==> src/rtl/duty_ramp.sv <==
// Slews the PWM duty word toward a commanded target one STEP per PWM period,
// braking through a zero-duty dead time on direction reversal, with emergency stop.
module duty_ramp #(
    parameter int WIDTH        = 8,
    parameter int STEP         = 4,
    parameter int DEAD_PERIODS = 10
) (
    input  logic             clk,
    input  logic             clr,
    input  logic             cmd_valid,
    output logic             cmd_ready,
    input  logic             cmd_dir,
    input  logic [WIDTH-1:0] cmd_duty,
    input  logic             new_dc,
    input  logic             estop,
    output logic [WIDTH-1:0] duty_cycle,
    output logic             dir,
    output logic             at_target,
    output logic             busy
);

    localparam int CW = (DEAD_PERIODS > 1) ? $clog2(DEAD_PERIODS) : 1;
    localparam logic [CW-1:0]  DEAD_LAST = CW'(DEAD_PERIODS - 1);
    localparam logic [WIDTH:0] STEP_W    = (WIDTH + 1)'(STEP);

    typedef enum logic [2:0] {
        S_HOLD,
        S_RAMP,
        S_BRAKE,
        S_DEAD,
        S_ESTOP
    } state_t;

    state_t            state_q, state_d;
    logic [WIDTH-1:0]  duty_q, duty_d;
    logic              dir_q, dir_d;
    logic [WIDTH-1:0]  tgt_duty_q, tgt_duty_d;
    logic              tgt_dir_q, tgt_dir_d;
    logic [CW-1:0]     cnt_q, cnt_d;

    logic [WIDTH:0]    duty_ext, tgt_ext, sum_up, diff_down;
    logic [WIDTH-1:0]  toward_val, brake_val;

    // One extra bit of headroom keeps both saturating steps free of wrap-around.
    always_comb begin
        duty_ext  = {1'b0, duty_q};
        tgt_ext   = {1'b0, tgt_duty_q};
        sum_up    = duty_ext + STEP_W;
        diff_down = duty_ext - STEP_W;
        if (duty_q < tgt_duty_q) begin
            toward_val = (sum_up >= tgt_ext) ? tgt_duty_q : sum_up[WIDTH-1:0];
        end else begin
            toward_val = (duty_ext >= tgt_ext + STEP_W) ? diff_down[WIDTH-1:0] : tgt_duty_q;
        end
        brake_val = (duty_ext > STEP_W) ? diff_down[WIDTH-1:0] : '0;
    end

    always_comb begin
        state_d    = state_q;
        duty_d     = duty_q;
        dir_d      = dir_q;
        tgt_duty_d = tgt_duty_q;
        tgt_dir_d  = tgt_dir_q;
        cnt_d      = cnt_q;
        if (estop) begin
            duty_d     = '0;
            tgt_duty_d = '0;
            tgt_dir_d  = dir_q;
            state_d    = S_ESTOP;
        end else begin
            // A zero-magnitude command keeps the present direction so it never reverses.
            if (cmd_valid && cmd_ready) begin
                tgt_duty_d = cmd_duty;
                tgt_dir_d  = (cmd_duty == '0) ? dir_q : cmd_dir;
            end
            unique case (state_q)
                S_ESTOP: state_d = S_HOLD;
                S_DEAD: begin
                    if (new_dc) begin
                        duty_d = '0;
                        if (cnt_q == DEAD_LAST) begin
                            dir_d   = tgt_dir_q;
                            state_d = S_RAMP;
                            cnt_d   = '0;
                        end else begin
                            cnt_d = cnt_q + 1'b1;
                        end
                    end
                end
                default: begin
                    if (new_dc) begin
                        if (tgt_dir_q != dir_q) begin
                            duty_d = brake_val;
                            if (brake_val == '0) begin
                                state_d = S_DEAD;
                                cnt_d   = '0;
                            end else begin
                                state_d = S_BRAKE;
                            end
                        end else begin
                            duty_d  = toward_val;
                            state_d = (toward_val == tgt_duty_q) ? S_HOLD : S_RAMP;
                        end
                    end
                end
            endcase
        end
    end

    always_ff @(posedge clk) begin
        if (clr) begin
            state_q    <= S_HOLD;
            duty_q     <= '0;
            dir_q      <= 1'b0;
            tgt_duty_q <= '0;
            tgt_dir_q  <= 1'b0;
            cnt_q      <= '0;
        end else begin
            state_q    <= state_d;
            duty_q     <= duty_d;
            dir_q      <= dir_d;
            tgt_duty_q <= tgt_duty_d;
            tgt_dir_q  <= tgt_dir_d;
            cnt_q      <= cnt_d;
        end
    end

    assign cmd_ready  = (state_q != S_DEAD) && (state_q != S_ESTOP);
    assign at_target  = (duty_q == tgt_duty_q) && (dir_q == tgt_dir_q) &&
                        (state_q != S_DEAD) && (state_q != S_ESTOP);
    assign busy       = !at_target;
    assign duty_cycle = duty_q;
    assign dir        = dir_q;

endmodule

==> config.mk <==
export PLATFORM = sky130hd
export DESIGN_NAME = duty_ramp
export DESIGN_NICKNAME = d
export VERILOG_FILES = /design/src/rtl/duty_ramp.sv
export SDC_FILE = /design/constraint.sdc
export NUM_CORES = 1
export LEC_CHECK = 0
export CORE_UTILIZATION = 45
export DETAILED_ROUTE_END_ITERATION = 16
export GPL_TIMING_DRIVEN = 0
export PLACE_DENSITY_LB_ADDON = 0.12
export REMOVE_ABC_BUFFERS = 1
export SETUP_SLACK_MARGIN = 0.05
export SYNTH_ARGS = -nofsm -noshare
export SYNTH_HDL_FRONTEND = slang
export SYNTH_SLANG_ARGS = --single-unit
export TNS_END_PERCENT = 20
==> constraint.sdc <==
create_clock -name clk -period 7.8 [get_ports clk]
set_input_delay 2.34 -clock clk [delete_from_list [all_inputs] [get_ports clk]]
set_output_delay 2.34 -clock clk [all_outputs]
set_load 0.01 [all_outputs]
==> flow_metrics.py, run 1 <==
metrics = {
    "job": {
        "drv_cap": 0,
    },
    "finish": {
        "nNetsFinal": 344,
        "final_common_cell": "nor2_1",
        "most-common-layout-cells": "nor2_1, ha_1, dfxtp_1, clkdlybuf4s50_1, a21oi_1",
        "final_util_pct": 54.40,
        "area_growth_pct": 13.52,
        "final_layout_size_suffix_gt1_share_pct": 3.630,
        "n_antenna_cell": 0,
    },
    "placement": {
        "gp_congestion": 0.9003,
        "place.detailed.hpwl_mm": 4.385,
        "portBuffers": 25,
        "post-place-ws_ns": 3.252,
    },
    "cts": {
        "cts_tree": "yes",
        "clockBufferDepth": 2,
        "postCtsResizedCells": 0,
        "h-tree-depth": 1,
        "path_clk_slew_ns": 0.10,
        "postCtsHoldBufs": 0,
        "cts_setup_buffers": 0,
        "cts_root_buf": "clkbuf_8",
        "clock_sinks": 25,
        "clk_latency_ns": 0.28,
        "cts_made_buffers": 3,
    },
    "logic_synthesis": {
        "yosysSeqAreaShare_pct": 21.54,
        "synth_enable_flop_cells": 0,
        "ys_warn_count": 0,
        "syn_area_per_cell_um2": 8.040,
        "async_reset_ff_share_pct": 0,
        "synth.distinct_cells": 55,
        "synth-main-ff-cell": "dfxtp_1",
        "ys_seq_elements": 25,
        "syn_area_um2": 2323,
        "synthCells": 289,
    },
    "detailed_routing": {
        "routed_via_density": 5.741,
        "drc": 0,
        "routedWlPerCell_um": 15.25,
        "firstDrtPassIters": 4,
        "num_vias": 2124,
        "wl_mm": 5.644,
        "antenna_left": 0,
        "first_iter_violations": 210,
    },
    "grt": {
        "overflow": 0,
        "grt.total_usage_pct": 22.72,
        "first_global_vias": 1987,
        "grt_max_degree": 18,
        "grt_pass1_wl_mm": 9.563,
        "antenna_found_initial": 0,
    },
    "power_and_ir_drop": {
        "powerDensity_nw_per_um2": 148.1,
        "leakagePower_nw": 1.054,
        "max-vdd-ir-drop_uv": 82.40,
    },
    "timing": {
        "fin_tns_setup_ns": 0,
        "hold_viol": 0,
        "worst_pin_slew_ns": 0.8352,
        "finalSetupViolations": 0,
        "slew_headroom_pct": 43.95,
        "fin_crit_ns": 4.834,
        "fmax_ghz": 0.2069,
        "finalClockSkew_ns": 0.01822,
        "finalCritPeriodShare_pct": 61.97,
        "layout_setup_ws_ns": 2.966,
        "rsz0062_at_grt": "false",
        "report.final.slew_viol_count": 0,
    },
    "worst_setup_path": {
        "worstSetupPathType": "reg2out",
        "cp-start-kind": "register",
        "path_max_fanout": 7,
        "critical_path_required_ns": 5.46,
        "cp-end-kind": "primary output",
        "cp.arrival_ns": 2.49,
    },
    "floorplan": {
        "start_util_pct": 47.92,
        "die_x_um": 73.86,
        "coreArea_um2": 4848,
        "ios": 26,
        "die-height_um": 73.86,
        "fp.dieArea_um2": 5455,
        "num_rows": 25,
    },
    "outcome": {
        "status": "completed",
    },
    "hold_path": {
        "hp-class": "reg2reg",
    },
}
[worst paths after layout]
| path | startpoint | end | slack (ns) | cells after the start |
|---|---|---|---|---|
| worst max-delay path | tgt_duty_q[6] | at_target | 2.97 | 7 |
| worst max register to register | duty_cycle[2] | duty_cycle[7] | 3.97 | 12 |
| worst min-delay path | cnt_q[3] | cnt_q[3] | 0.50 | 1 |
| worst min register to register | cnt_q[3] | cnt_q[3] | 0.50 | 1 |
[registers in the layout (all words and copies together) (netlist names)]
signal and cells:
duty_cycle 8, tgt_duty_q 8, cnt_q 4, state_q 3, dir 1, tgt_dir_q 1
[synth_stat cells (4+ instances only)]
master	instances	area (um^2)
nor3_1	10	50.05
a21oi_1	21	105.1
o21ai_0	8	40.04
nand2_1	15	56.30
nand3_1	8	40.04
dfxtp_1	25	500.5
nor2_1	27	101.4
xor2_1	11	96.34
nor3b_1	5	37.54
inv_1	16	60.06
o22ai_1	5	31.28
clkbuf_1	7	26.28
nor4_1	6	37.54
mux2i_1	11	110.1
buf_2	4	20.02
ha_1	26	325.3
xnor2_1	14	122.6
a22oi_1	5	37.54
[metrics by stage]
| stage | std cells | instance area, um^2 | hold WS, ns | power [W] |
|---|---|---|---|---|
| after floorplan | 274 | 2255 | 0.4428 | 0.0002602 |
| after global placement | 366 | 2589 | 0.4801 | 0.0003097 |
| after detailed placement | 366 | 2589 | 0.4879 | 0.0003092 |
| after CTS | 370 | 2638 | 0.5018 | 0.0003894 |
| after global routing | 370 | 2638 | 0.5420 | 0.0004135 |
| final | 370 | 2638 | 0.5006 | 0.0003905 |
[logic make-up (layout without fill, tap and decap cells)]
kind of cell	after synthesis	count (layout)	synth area share, %
flip-flops	25	25	21.54
buffers and inverters	32	46	5.708
multiplexers	11	11	4.739
AND/OR/NAND/NOR	94	94	21.00
AO/OA/AOI/OAI	75	75	22.62
XOR/XNOR	26	26	10.39
adder cells (fa/ha/maj)	26	26	14.00
[where the power goes]
part           internal, W  switching (W)
Clock            0.0000363      0.0000450
Sequential        0.000132      0.0000126
Combinational    0.0000754      0.0000892
Total             0.000244       0.000147
[metal layers]
| layer | routed length [um] | track usage, % | vias up |
|---|---|---|---|
| met5 | 0 | 0 | - |
| met1 | 2859 | 33.06 | 957 |
| met4 | 48 | 4.701 | 0 |
| met2 | 2443 | 35.37 | 67 |
| met3 | 292 | 3.292 | 7 |
| li1 | - | - | 1093 |
[critical path: stages, from the launching register on]
cell and delay [ns]:
dfxtp_1 0.44, clkinv_1 0.29, ha_1 0.39, nand4_1 0.17
nor3_1 0.22, nand3_1 0.12, inv_1 0.08, clkdlybuf4s50_1 0.53
[final cells by class]
cell class / instances / area (um^2)
Tap cell: 67 / 83.83
Sequential cell: 25 / 500.5
Multi-Input combinational cell: 232 / 1690
Clock inverter: 1 / 7.507
Fill cell: 480 / 2211
Clock buffer: 3 / 41.29
Timing Repair Buffer: 25 / 250.2
Inverter: 17 / 63.81
Power figures use the tool's default switching activity.
==> inputs of run 2 (changes only) <==
==> constraint.sdc (replaced) <==
create_clock -name clk -period 4.9 [get_ports clk]
set_input_delay 1.47 -clock clk [delete_from_list [all_inputs] [get_ports clk]]
set_output_delay 1.47 -clock clk [all_outputs]
set_load 0.01 [all_outputs]
==> results of run 2 <==
Same layout as run 1 (identical final DEF). Status: completed.
Among the figures that moved: setup slack after placement 3.252 ns -> 1.145 ns; setup slack after layout 2.966 ns -> 0.9361 ns; register-to-register setup slack 3.97 ns -> 1.07 ns; total power 0.0003905 W -> 0.0006217 W; worst IR drop on VDD 82.40 uV -> 131.2 uV
==> inputs of run 3 (changes only) <==
==> constraint.sdc (replaced) <==
create_clock -name clk -period 3.32 [get_ports clk]
set_input_delay 0.996 -clock clk [delete_from_list [all_inputs] [get_ports clk]]
set_output_delay 0.996 -clock clk [all_outputs]
set_load 0.01 [all_outputs]
==> flow_metrics.py, run 3 (same netlist as run 1, synthesis figures left out) <==
metrics = {
    "outcome": {
        "status": "completed",
    },
    "floorplan": {
        "fp.dieArea_um2": 5455,
        "ios": 26,
        "coreArea_um2": 4848,
        "num_rows": 25,
        "die_x_um": 73.86,
        "start_util_pct": 47.92,
        "die-height_um": 73.86,
    },
    "cts": {
        "clockBufferDepth": 2,
        "cts_made_buffers": 3,
        "clk_latency_ns": 0.28,
        "cts_tree": "yes",
        "clock_sinks": 25,
        "h-tree-depth": 1,
        "cts_root_buf": "clkbuf_8",
        "path_clk_slew_ns": 0.10,
    },
    "detailed_routing": {
        "wl_mm": 5.818,
        "num_vias": 2155,
        "antenna_left": 0,
        "drc": 0,
        "first_iter_violations": 205,
        "routed_via_density": 5.716,
        "firstDrtPassIters": 4,
        "routedWlPerCell_um": 15.43,
    },
    "power_and_ir_drop": {
        "powerDensity_nw_per_um2": 344.2,
        "leakagePower_nw": 1.099,
        "power_w": 0.0009444,
        "max-vdd-ir-drop_uv": 192.9,
    },
    "grt": {
        "antenna_found_initial": 0,
        "grt.total_usage_pct": 22.89,
        "overflow": 0,
        "grt_max_degree": 18,
        "first_global_vias": 2023,
        "grt_pass1_wl_mm": 9.660,
    },
    "timing": {
        "slew_headroom_pct": 44.53,
        "finalSetupViolations": 0,
        "hold_viol": 0,
        "worst_pin_slew_ns": 0.8265,
        "holdWs_ns": 0.5016,
        "fin_crit_ns": 3.182,
        "finalCritPeriodShare_pct": 95.85,
        "report.final.slew_viol_count": 0,
        "layout_setup_ws_ns": 0.1377,
        "finalClockSkew_ns": 0.01821,
        "fmax_ghz": 0.3142,
        "rsz0062_at_grt": "true",
    },
    "worst_setup_path": {
        "critical_path_required_ns": 2.32,
        "path_max_fanout": 4,
        "cp-end-kind": "primary output",
        "cp-start-kind": "register",
        "worstSetupPathType": "reg2out",
        "cp.arrival_ns": 2.19,
    },
    "placement": {
        "gp_congestion": 0.9003,
        "placed_area_um2": 2589,
        "place.detailed.hpwl_mm": 4.385,
        "portBuffers": 25,
        "post-place-ws_ns": -0.4354,
    },
    "finish": {
        "final_common_cell": "nor2_1",
        "nNetsFinal": 351,
        "fin_area_um2": 2744,
        "n_antenna_cell": 0,
        "seq_area_um2": 523.0,
        "most-common-layout-cells": "nor2_1, ha_1, clkdlybuf4s50_1",
        "multi_input_area_um2": 1719,
        "area_growth_pct": 18.09,
        "final_layout_size_suffix_gt1_share_pct": 10.97,
        "num-fill-cells": 466,
    },
    "job": {
        "drv_cap": 0,
    },
    "hold_path": {
        "hp-class": "reg2reg",
    },
}
[run 3: changes by cell type in the layout (fill, tap and decap cells not counted), sizes merged]
cell / change
inv: +1
buf: +7
clkinv: -1
[run 3: layer usage]
layer  vias up  wire length [um]  track usage, %
met5         -                 0               0
li1       1106                 -               -
met4         0                53           4.915
met1       979              2894           32.70
met3         9               294           3.567
met2        61              2576           36.09
[run 3: metrics by stage]
step                setup TNS (ns)  instances  utilization, %
finish                           0        377           56.59
global route                     0        377           56.59
CTS                              0        370           54.76
detailed placement          -2.464        366           53.39
global placement            -2.718        366           53.39
floorplan                 -0.01840        274               -
[run 3: critical path: stages (launching register included)]
cell and delay, ns:
dfxtp_2 0.39, inv_1 0.11, ha_1 0.33, nand4_1 0.18, nor3_2 0.18, nand3_1 0.12
inv_1 0.08, clkdlybuf4s50_1 0.53
[run 3: cell type report]
cell class / instances / share of cell area, %
Inverter: 17 / 2.417
Clock inverter: 1 / 0.2736
Tap cell: 67 / 3.055
Sequential cell: 25 / 19.06
Clock buffer: 3 / 1.505
Multi-Input combinational cell: 232 / 62.65
Timing Repair Buffer: 32 / 11.04
[run 3: where the power goes]
part / leakage [nW] / switching [W] / internal (W) / total [W]
Sequential: 0.209 / 0.0000275 / 0.000310 / 0.000337
Combinational: 0.869 / 0.000221 / 0.000196 / 0.000417
Clock: 0.0217 / 0.000105 / 0.0000853 / 0.000191
[run 3: worst paths after layout]
kind | end | depth (start not counted) | slack [ns] | start
max | at_target | 7 | 0.14 | tgt_duty_q[7]
min | cnt_q[3] | 1 | 0.50 | cnt_q[3]
max reg2reg | duty_cycle[7] | 12 | 0.19 | duty_cycle[2]
min reg2reg | cnt_q[3] | 1 | 0.50 | cnt_q[3]
[run 3: what timing repair did]
item,CTS,global route
hold buffers,0,0
pin swaps,0,3
gates resized for setup,12,11
setup buffers,0,7
setup endpoints to repair,11,11
